### src/rtl/ca_uart_dump.sv
// rtl/ca_uart_dump.sv - Streams each new automaton generation as one ASCII row over UART TX (8N1).
// A row is WIDTH cell characters, MSB first, then CR LF; only the latest generation queues behind a busy row.
module ca_uart_dump #(
    parameter int         WIDTH     = 128,
    parameter int         BAUD_DIV  = 104,
    parameter logic [7:0] ONE_CHAR  = 8'h23,
    parameter logic [7:0] ZERO_CHAR = 8'h2E
) (
    input  logic             clk,
    input  logic             rst,
    input  logic [WIDTH-1:0] data,
    output logic             tx,
    output logic             busy,
    output logic             overrun
);
    localparam int BW = $clog2(BAUD_DIV);
    localparam int IW = $clog2(WIDTH + 2);
    localparam logic [BW-1:0] BAUD_LAST = BW'(BAUD_DIV - 1);
    localparam logic [IW-1:0] IDX_CR    = IW'(WIDTH);
    localparam logic [IW-1:0] IDX_LF    = IW'(WIDTH + 1);

    typedef enum logic [1:0] {IDLE, START, DATA, STOP} state_t;

    state_t           state_q, state_d;
    logic [WIDTH-1:0] data_q;
    logic [WIDTH-1:0] row_q, row_d;
    logic             pending_q, pending_d;
    logic             first_q, first_d;
    logic             overrun_q, overrun_d;
    logic [BW-1:0]    baud_q, baud_d;
    logic [2:0]       bit_q, bit_d;
    logic [IW-1:0]    idx_q, idx_d;
    logic             tx_q, tx_d;
    logic             busy_q, busy_d;

    logic             change;
    logic             baud_end;
    logic [WIDTH-1:0] row_shifted;
    logic [7:0]       cur_char;

    assign change      = (data != data_q);
    assign baud_end    = (baud_q == BAUD_LAST);
    // Shifting left by the index puts the current cell at the MSB.
    assign row_shifted = row_q << idx_q;

    always_comb begin
        cur_char = row_shifted[WIDTH-1] ? ONE_CHAR : ZERO_CHAR;
        if (idx_q == IDX_CR) begin
            cur_char = 8'h0D;
        end else if (idx_q == IDX_LF) begin
            cur_char = 8'h0A;
        end
    end

    always_ff @(posedge clk or posedge rst) begin
        if (rst) begin
            state_q   <= IDLE;
            data_q    <= '0;
            row_q     <= '0;
            pending_q <= 1'b0;
            first_q   <= 1'b1;
            overrun_q <= 1'b0;
            baud_q    <= '0;
            bit_q     <= '0;
            idx_q     <= '0;
            tx_q      <= 1'b1;
            busy_q    <= 1'b0;
        end else begin
            state_q   <= state_d;
            data_q    <= data;
            row_q     <= row_d;
            pending_q <= pending_d;
            first_q   <= first_d;
            overrun_q <= overrun_d;
            baud_q    <= baud_d;
            bit_q     <= bit_d;
            idx_q     <= idx_d;
            tx_q      <= tx_d;
            busy_q    <= busy_d;
        end
    end

    // tx_d always carries the level of the bit that starts at the next edge.
    always_comb begin
        state_d   = state_q;
        row_d     = row_q;
        pending_d = pending_q;
        first_d   = first_q;
        overrun_d = overrun_q;
        baud_d    = baud_q;
        bit_d     = bit_q;
        idx_d     = idx_q;
        tx_d      = tx_q;
        busy_d    = busy_q;

        case (state_q)
            IDLE: begin
                if (first_q || pending_q || change) begin
                    row_d     = data;
                    first_d   = 1'b0;
                    pending_d = 1'b0;
                    idx_d     = '0;
                    baud_d    = '0;
                    state_d   = START;
                    tx_d      = 1'b0;
                    busy_d    = 1'b1;
                end
            end
            START: begin
                if (baud_end) begin
                    baud_d  = '0;
                    bit_d   = '0;
                    state_d = DATA;
                    tx_d    = cur_char[0];
                end else begin
                    baud_d = baud_q + 1'b1;
                end
            end
            DATA: begin
                if (baud_end) begin
                    baud_d = '0;
                    if (bit_q == 3'd7) begin
                        state_d = STOP;
                        tx_d    = 1'b1;
                    end else begin
                        bit_d = bit_q + 3'd1;
                        tx_d  = cur_char[bit_q + 3'd1];
                    end
                end else begin
                    baud_d = baud_q + 1'b1;
                end
            end
            STOP: begin
                if (baud_end) begin
                    baud_d = '0;
                    if (idx_q != IDX_LF) begin
                        idx_d   = idx_q + 1'b1;
                        state_d = START;
                        tx_d    = 1'b0;
                    end else begin
                        state_d = IDLE;
                        tx_d    = 1'b1;
                        busy_d  = 1'b0;
                    end
                end else begin
                    baud_d = baud_q + 1'b1;
                end
            end
            default: state_d = IDLE;
        endcase

        // A second change before the queued one is sent means a generation was dropped.
        if (state_q != IDLE && change) begin
            if (pending_q) begin
                overrun_d = 1'b1;
            end
            pending_d = 1'b1;
        end
    end

    assign tx      = tx_q;
    assign busy    = busy_q;
    assign overrun = overrun_q;
endmodule

### config.mk
export PLATFORM = sky130hd
export DESIGN_NAME = ca_uart_dump
export DESIGN_NICKNAME = d
export VERILOG_FILES = /design/src/rtl/ca_uart_dump.sv
export SDC_FILE = /design/constraint.sdc
export NUM_CORES = 1
export LEC_CHECK = 0
export ABC_CLOCK_PERIOD_IN_PS = 8950
export CAP_MARGIN = 10
export CORE_ASPECT_RATIO = 1.25
export CORE_MARGIN = 2
export CORE_UTILIZATION = 51
export CTS_CLUSTER_DIAMETER = 30
export DETAILED_ROUTE_END_ITERATION = 7
export PLACE_DENSITY = 0.76
export SLEW_MARGIN = 20
export SYNTH_ARGS = -nofsm -noshare
export SYNTH_HDL_FRONTEND = slang
export SYNTH_SLANG_ARGS = --single-unit
### constraint.sdc
create_clock -name clk -period 8.95 [get_ports clk]
set_input_delay 1.79 -clock clk [delete_from_list [all_inputs] [get_ports clk]]
set_output_delay 1.79 -clock clk [all_outputs]
set_load 0.1 [all_outputs]
# Word level (Yosys, flattened, before mapping)
# Index checks and enable logic that the tools add are counted.
# totals
register_bits	281
inputBits	130
out_inout_bits	3
wordCells	87
# op_classes
add_sub_neg	3
n_lt_le_gt_ge	1
n_eq_ne	17
shifts	1
n_mux	36
n_reduce_logical	18
# op_table
operator	n
!= test 128 bit	1
left shift 128 x 8 -> 128 bit	1
two-way mux 8 bit	3
== test 8 bit, second input constant	2
!= test 2 bit, second input constant	8
one-hot mux 8 bit (2 select lines)	1
AND reduction 4 bit	4
two-way mux 7 bit	2
one-hot mux 7 bit (2 select lines)	1
two-way mux 1 bit	13
two-way mux 6 bit	2
two-way mux 2 bit	5
nonzero test 2 bit	5
two-way mux 3 bit	3
adder 8 x 1 -> 8 bit, second input constant	1
!= test 8 bit, second input constant	1
one-hot mux 2 bit (4 select lines)	1
adder 7 x 1 -> 7 bit, second input constant	1
== test 7 bit, second input constant	1
one-hot mux 3 bit (2 select lines)	1
AND reduction 2 bit	3
AND reduction 5 bit	1
== test 2 bit, second input constant	2
< comparator 3 x 4 -> 1 bit, second input constant	1
other kinds (11)	12

# Depth between registers and ports, before layout
# Gate-level depths: netlist (run 1).
# logic_depth
depth_word	9
ltp_mapped	12
ltp_nobuf	9

# Least setup slack after synthesis (run 1)
# No wires, ideal clock.
# synth_timing
path_type	input port to flip-flop
from	input data[95]
to	register row_q[0]
setup_ps	128
arrival_ps	3853
required_time_ps	8822
setup_slack_ps	4970
path_stages	9
n_path_buf	2
path_cell_list	xnor2_1 -> o221ai_1 -> or3_1 -> nor4_2 -> nand3_1 -> o31ai_4 -> buf_4 -> buf_4 -> mux2_1
# synth_via
elab_chain_len	3
# synth_lines
item	line	text
start, declared	11	input logic [WIDTH-1:0] data,
!= test 128 bit	41	assign change = (data != data_q);
logical OR 1 bit	98	if (first_q || pending_q || change) begin
AND reduction 2 bit (no line)	n/a	
end signal, assigned	71	row_q <= row_d;
end, declared	26	logic [WIDTH-1:0] row_q, row_d;
# Every way passes these cells.
# A chain may end at the register's enable or synchronous reset.

# Worst setup path in the final report (run 1)
# layout_timing
from	input data[17]
to	register idx_q[3]
# layout_via
elab_chain_len	4
# layout_lines
item	line	text
!= test 128 bit	41	
logical OR 1 bit	98	
!= test 2 bit (no line)	n/a	
AND reduction 4 bit (no line)	n/a	
end signal, assigned	77	idx_q <= idx_d;
end, declared	32	logic [IW-1:0] idx_q, idx_d;
# Every way passes these cells.

==> impl_metrics.env, run 1 <==
export IMPL_antenna_found_initial=0
export IMPL_fin_crit_sh_pct=64.0
export IMPL_ir_drop_mv=0.164
export IMPL_drv_cap=0
export IMPL_synth_seq_cells=281
export IMPL_critical_path_class="in -> reg"
export IMPL_cts_root_buffer="clkbuf_16"
export IMPL_syn_inst=845
export IMPL_dp_hpwl_mm=19.7
export IMPL_min_path_type="reg -> reg"
export IMPL_finClkSkew_ns=0.0157
export IMPL_max_stage_delay_ns=0.76
export IMPL_cts_resized_gates=0
export IMPL_gp_congestion=0.888
export IMPL_placed_cells=1240
export IMPL_ys_top_cells_by_area="dfrtp_1 58%, xor2_1 8.6%, mux2_1 7.1%"
export IMPL_port_buffers=132
export IMPL_cts_hold_fix_buffers=0
export IMPL_drive_above_1_share_pct=16.4
export IMPL_crit_slowest_cell="nor4_1"
export IMPL_drt_iter0_drc=453
export IMPL_synth_edf_count=0
export IMPL_yosysMostFrequentCell="dfrtp_1"
export IMPL_end_kind="register"
export IMPL_crit_arrival_ns=6.12
export IMPL_io_pins=133
export IMPL_fp_row_count=62
export IMPL_clkSlewWorstSetupHoldPaths_ns=0.06
export IMPL_die_w_um=141
export IMPL_yosys_warnings=0
export IMPL_outcome="completed"
export IMPL_fp_dieH_um=175
export IMPL_slew_violations=0
export IMPL_area_growth_pct=26.1
export IMPL_cts_buffers=42
export IMPL_fin_nets=1138
export IMPL_fmax_ghz=0.174
export IMPL_drc=0
export IMPL_diodes=0
export IMPL_relSlewSlack_pct=34.8
export IMPL_synthTopCellsByCount="279 x dfrtp_1, 118 x xor2_1, 75 x mux2_1"
export IMPL_routedWlPerCell_um=21.4
export IMPL_path_cells="clkdlybuf4s50_1 -> xor2_1 -> nor4_1 -> nand4_1 -> nor4_1 -> nand3_1 -> o31ai_4 -> buf_12 -> nor2_1 -> a2111oi_1"
export IMPL_viasPerCell=5.61
export IMPL_yosysTopAreaCellShare_pct=58.4
export IMPL_synth_area_leader_cell="dfrtp_1"
export IMPL_avgSynthCellArea_um2=14.2
export IMPL_stdcell_count=1319
export IMPL_vias=7394
export IMPL_power_per_cell_area_nw_per_um2=211
export IMPL_synth_distinct_cells=57
export IMPL_fin_tns_setup_ns=0
export IMPL_start_util_pct=51.9
export IMPL_grt_usage_pct=23.4
export IMPL_rsz0062_at_grt="false"
export IMPL_netlist_area_um2=12000
export IMPL_crit_top_cell="nor4_1"
export IMPL_tightest_slew_ns=0.975
export IMPL_hold_viol=0
export IMPL_grt_max_degree=202
export IMPL_fin_crit_ns=5.73
export IMPL_synthFlopType="dfrtp_1"
export IMPL_grt_remaining_overflow=0
export IMPL_wirelength_mm=28.2
export IMPL_final_setup_viol_count=0
export IMPL_cts_sinks=281
export IMPL_cts_max_level=2
export IMPL_syn_nets=986
export IMPL_first_global_vias=7879
export IMPL_crit_fanout=118
export IMPL_cts_tree="yes"
export IMPL_clockBufferDepth=3
export IMPL_critPathLaunchType="primary input"
export IMPL_coreArea_um2=23000
export IMPL_grt_pass1_wl_mm=43.8
export IMPL_yosysSeqAreaShare_pct=58.8
export IMPL_required_ns=9.34
export IMPL_firstDrtPassIters=6
export IMPL_clkLatencyLatePin_ns=0.53
export IMPL_postCtsSetupBuffers=0
export IMPL_dieArea_um2=24700
export IMPL_async_reset_ff_share_pct=100
export IMPL_ant_nets=0
export IMPL_power_leakage_nw=7.03
layout make-up:
| class | instances | area [um^2] |
|---|---|---|
| Multi-Input combinational cell | 517 | 4700 |
| Clock buffer | 54 | 1170 |
| Inverter | 17 | 67.6 |
| Timing Repair Buffer | 138 | 1420 |
| Clock inverter | 24 | 337 |
| Fill cell | 1642 | 7960 |
| Sequential cell | 281 | 7040 |
| Tap cell | 288 | 360 |
placed cells by master (no fill, tap or decap), types with 17 or more instances in the layout:
cell type	instances
mux2_2	54
xor2_1	118
clkdlybuf4s50_1	132
nor4_1	32
mux2_1	75
nand2_1	24
mux4_2	28
nor2_1	26
o21ai_0	17
dfrtp_1	277
clkbuf_16	42
state kept, by name, summed over array words and instances, names as in the netlist:
register   cells
baud_q         7
bit_q          3
busy           1
data_q       128
first_q        1
idx_q          8
overrun        1
pending_q      1
row_q        128
state_q        2
tx             1
cells by family after synthesis:
group | Yosys count | share of synthesized area [%]
adders and majority gates | 11 | 1.15
muxes | 170 | 18.5
and+or+nand+nor | 142 | 6.37
buffers and inverters | 47 | 1.91
DFF | 281 | 58.8
AOI/OAI and AO/OA | 70 | 4.18
xor gates and xnor gates | 124 | 9.08
where the power goes:
group	switching, W	internal (W)	leakage, nW
combinational	0.0000892	0.0000800	2.75
clock	0.000589	0.00111	0.728
sequential	0.0000130	0.00130	3.56
worst max-delay path, delay by kind of cell:
family / cells / cell delay [ns]
and+or+nand+nor: 5 / 1.88
AOI/OAI and AO/OA: 2 / 1.10
xor gates and xnor gates: 1 / 0.18
buffers and inverters: 2 / 1.01
worst paths after layout:
path	startpoint	cells after the start	slack (ns)	end
min in group asynchronous	rst	3	1.69	data_q[70]
hold / removal	row_q[93]	1	0.48	row_q[93]
setup reg to reg	data_q[17]	9	4.62	idx_q[3]
max in group asynchronous	rst	4	6.23	idx_q[1]
setup / recovery	data[17]	10	3.22	idx_q[3]
hold reg to reg	row_q[93]	1	0.48	row_q[93]
routing by layer:
| metal | track usage, % | share of wire [%] | vias up |
|---|---|---|---|
| met5 | 0 | 0 | - |
| met4 | 8.17 | 2.8 | 0 |
| met3 | 4.11 | 4.3 | 53 |
| met2 | 40.7 | 52 | 209 |
| met1 | 29.5 | 41 | 3768 |
| li1 | - | - | 3364 |
per-stage QoR:
step,util (%),power [W],setup slack [ns],hold WS [ns],cell area (um^2)
after detailed placement,58.8,0.00151,2.78,0.478,13500
final,65.5,0.00318,3.22,0.483,15100
after floorplan,-,0.00140,3.44,0.437,12000
after global routing,65.5,0.00328,2.81,0.500,15100
after CTS,65.3,0.00321,3.34,0.488,15100
after global placement,58.8,0.00150,3.07,0.466,13500
(Power assumes the default switching activity.)
==> run 2, diff against run 1 <==
--- a/config.mk
+++ b/config.mk
@@ -5,7 +5,7 @@
 export SDC_FILE = /design/constraint.sdc
 export NUM_CORES = 1
 export LEC_CHECK = 0
-export ABC_CLOCK_PERIOD_IN_PS = 8950
+export ABC_CLOCK_PERIOD_IN_PS = 4900
 export CAP_MARGIN = 10
 export CORE_ASPECT_RATIO = 1.25
 export CORE_MARGIN = 2
==> constraint.sdc (replaced) <==
create_clock -name clk -period 4.9 [get_ports clk]
set_input_delay 0.98 -clock clk [delete_from_list [all_inputs] [get_ports clk]]
set_output_delay 0.98 -clock clk [all_outputs]
set_load 0.1 [all_outputs]
==> run 2 against run 1 <==
Compared with the run above: first-iteration DRC count increased by 1.5%; clock skew increased by 0.010 ns; combinational power increased by 85%; critical endpoint unchanged; largest power group unchanged; highest routed layer unchanged.
==> impl_metrics.env, run 2 (synthesized netlist as in run 1, its figures left out) <==
export IMPL_outcome="completed"
export IMPL_critical_path_class="in -> reg"
export IMPL_power_leakage_nw=7.06
export IMPL_path_buf_inv=2
export IMPL_cts_buffers=46
export IMPL_tightest_slew_ns=0.972
export IMPL_p_int_w=0.00448
export IMPL_cts_resized_gates=0
export IMPL_setup_ws_ns=0.795
export IMPL_fmax_ghz=0.244
export IMPL_clockBufferDepth=3
export IMPL_min_path_type="reg -> reg"
export IMPL_path_cells="clkdlybuf4s50_1 -> xor2_1 -> nor4_1 -> nand4_1 -> nor4_1 -> nand3_1 -> o31ai_4 -> buf_12 -> nor2_1 -> a2111oi_1"
export IMPL_crit_top_cell="nor4_1"
export IMPL_max_stage_delay_ns=0.67
export IMPL_power_switching_w=0.00128
export IMPL_wirelength_mm=28.9
export IMPL_diodes=0
export IMPL_rsz0062_at_grt="false"
export IMPL_fp_dieH_um=175
export IMPL_fin_crit_ns=4.11
export IMPL_hold_viol=0
export IMPL_grt_pass1_wl_mm=45.6
export IMPL_clkLatencyLatePin_ns=0.53
export IMPL_seqPwrFrac_pct=41.7
export IMPL_viasPerCell=5.64
export IMPL_fp_row_count=62
export IMPL_drv_cap=0
export IMPL_ir_drop_mv=0.304
export IMPL_fin_nets=1147
export IMPL_fin_crit_sh_pct=83.8
export IMPL_grt_max_degree=118
export IMPL_die_w_um=141
export IMPL_drt_iter0_drc=460
export IMPL_dp_hpwl_mm=20.6
export IMPL_firstDrtPassIters=4
export IMPL_dieArea_um2=24700
export IMPL_grt_usage_pct=24.3
export IMPL_total_power_w=0.00577
export IMPL_first_global_vias=8034
export IMPL_crit_arrival_ns=4.50
export IMPL_final_setup_viol_count=0
export IMPL_postCtsSetupBuffers=0
export IMPL_finClkSkew_ns=0.0261
export IMPL_cts_max_level=2
export IMPL_drc=0
export IMPL_cts_root_buffer="clkbuf_16"
export IMPL_start_util_pct=51.9
export IMPL_crit_slowest_cell="nor4_1"
export IMPL_cts_sinks=281
export IMPL_fin_tns_setup_ns=0
export IMPL_slew_violations=0
export IMPL_io_pins=133
export IMPL_post_place_ws_ns=0.332
export IMPL_critPathLaunchType="primary input"
export IMPL_reg_top3="data_q: 128 flops, row_q: 128 flops, idx_q: 8 flops"
export IMPL_vias=7485
export IMPL_power_per_cell_area_nw_per_um2=381
export IMPL_port_buffers=132
export IMPL_required_ns=5.29
export IMPL_cts_tree="yes"
export IMPL_routedWlPerCell_um=21.8
export IMPL_n_fill_cell=1670
export IMPL_coreArea_um2=23000
export IMPL_area_growth_pct=26.5
export IMPL_ant_nets=0
export IMPL_switching_share_pct=22.2
export IMPL_drive_above_1_share_pct=16.9
export IMPL_end_kind="register"
export IMPL_cts_hold_fix_buffers=0
export IMPL_antenna_found_initial=0
export IMPL_layout_common_cells="277 x dfrtp_1, 132 x clkdlybuf4s50_1, 118 x xor2_1"
export IMPL_clockPowerShare_pct=52.9
export IMPL_crit_family="simple AND/OR/NAND/NOR gates"
export IMPL_final_common_cell="dfrtp_1"
export IMPL_crit_fanout=36
export IMPL_relSlewSlack_pct=35.0
export IMPL_clkSlewWorstSetupHoldPaths_ns=0.05
export IMPL_gp_congestion=0.852
export IMPL_grt_remaining_overflow=0
export IMPL_combPwrFrac_pct=5.4
run 2: cell types whose count changed in the layout (fill, tap and decap cells not counted), moves of 3 or more:
cell / before / now
buf_12: 2 / 6
buf_4: 2 / 5
bufinv_16: 6 / 2
clkbuf_16: 42 / 47
clkinvlp_4: 4 / 7
run 2: final timing paths:
kind                            cells after the start  startpoint  slack (ns)          to
worst max register to register                      9  data_q[17]        1.36    idx_q[3]
worst max-delay path                               10    data[17]        0.79    idx_q[3]
max in group asynchronous                           3         rst        3.30  data_q[66]
worst min register to register                      1   baud_q[6]        0.48   baud_q[6]
min in group asynchronous                           2         rst        0.73   data_q[8]
worst min-delay path                                1   baud_q[6]        0.48   baud_q[6]
run 2: power groups by stage:
stage / sequential [W] / combinational (W) / clock [W]
after floorplan: 0.00244 / 0.000110 / 0
after global placement: 0.00244 / 0.000312 / 0
after detailed placement: 0.00244 / 0.000315 / 0
after CTS: 0.00240 / 0.000319 / 0.00310
after global routing: 0.00241 / 0.000342 / 0.00321
final: 0.00240 / 0.000312 / 0.00305
run 2: per-stage QoR:
stage	area [um^2]	utilization (%)	std cells	hold slack (ns)
6_report	15100	65.7	1326	0.480
5_1_grt	15100	65.7	1326	0.500
3_5_place_dp	13600	59.2	1246	0.474
2_1_floorplan	12000	-	845	0.437
3_3_place_gp	13600	59.2	1246	0.462
4_1_cts	15100	65.7	1326	0.479
run 2: layout make-up:
| cell class | instances | area (um^2) | area share [%] |
|---|---|---|---|
| inverter | 17 | 67.6 | 0.446 |
| sequential | 281 | 7040 | 46.5 |
| clock buffer | 59 | 1280 | 8.47 |
| multi-input combinational | 517 | 4700 | 31.1 |
| clock inverter | 21 | 210 | 1.39 |
| timing repair buffer | 143 | 1480 | 9.77 |
| tap | 288 | 360 | 2.38 |
run 2: metal layers:
layer | vias to the layer above | routed length, um | global-route usage, %
met4 | 0 | 1030 | 9.58
li1 | 3373 | - | -
met5 | - | 0 | 0
met1 | 3852 | 11800 | 31.3
met3 | 58 | 1290 | 4.33
met2 | 202 | 14800 | 41.4
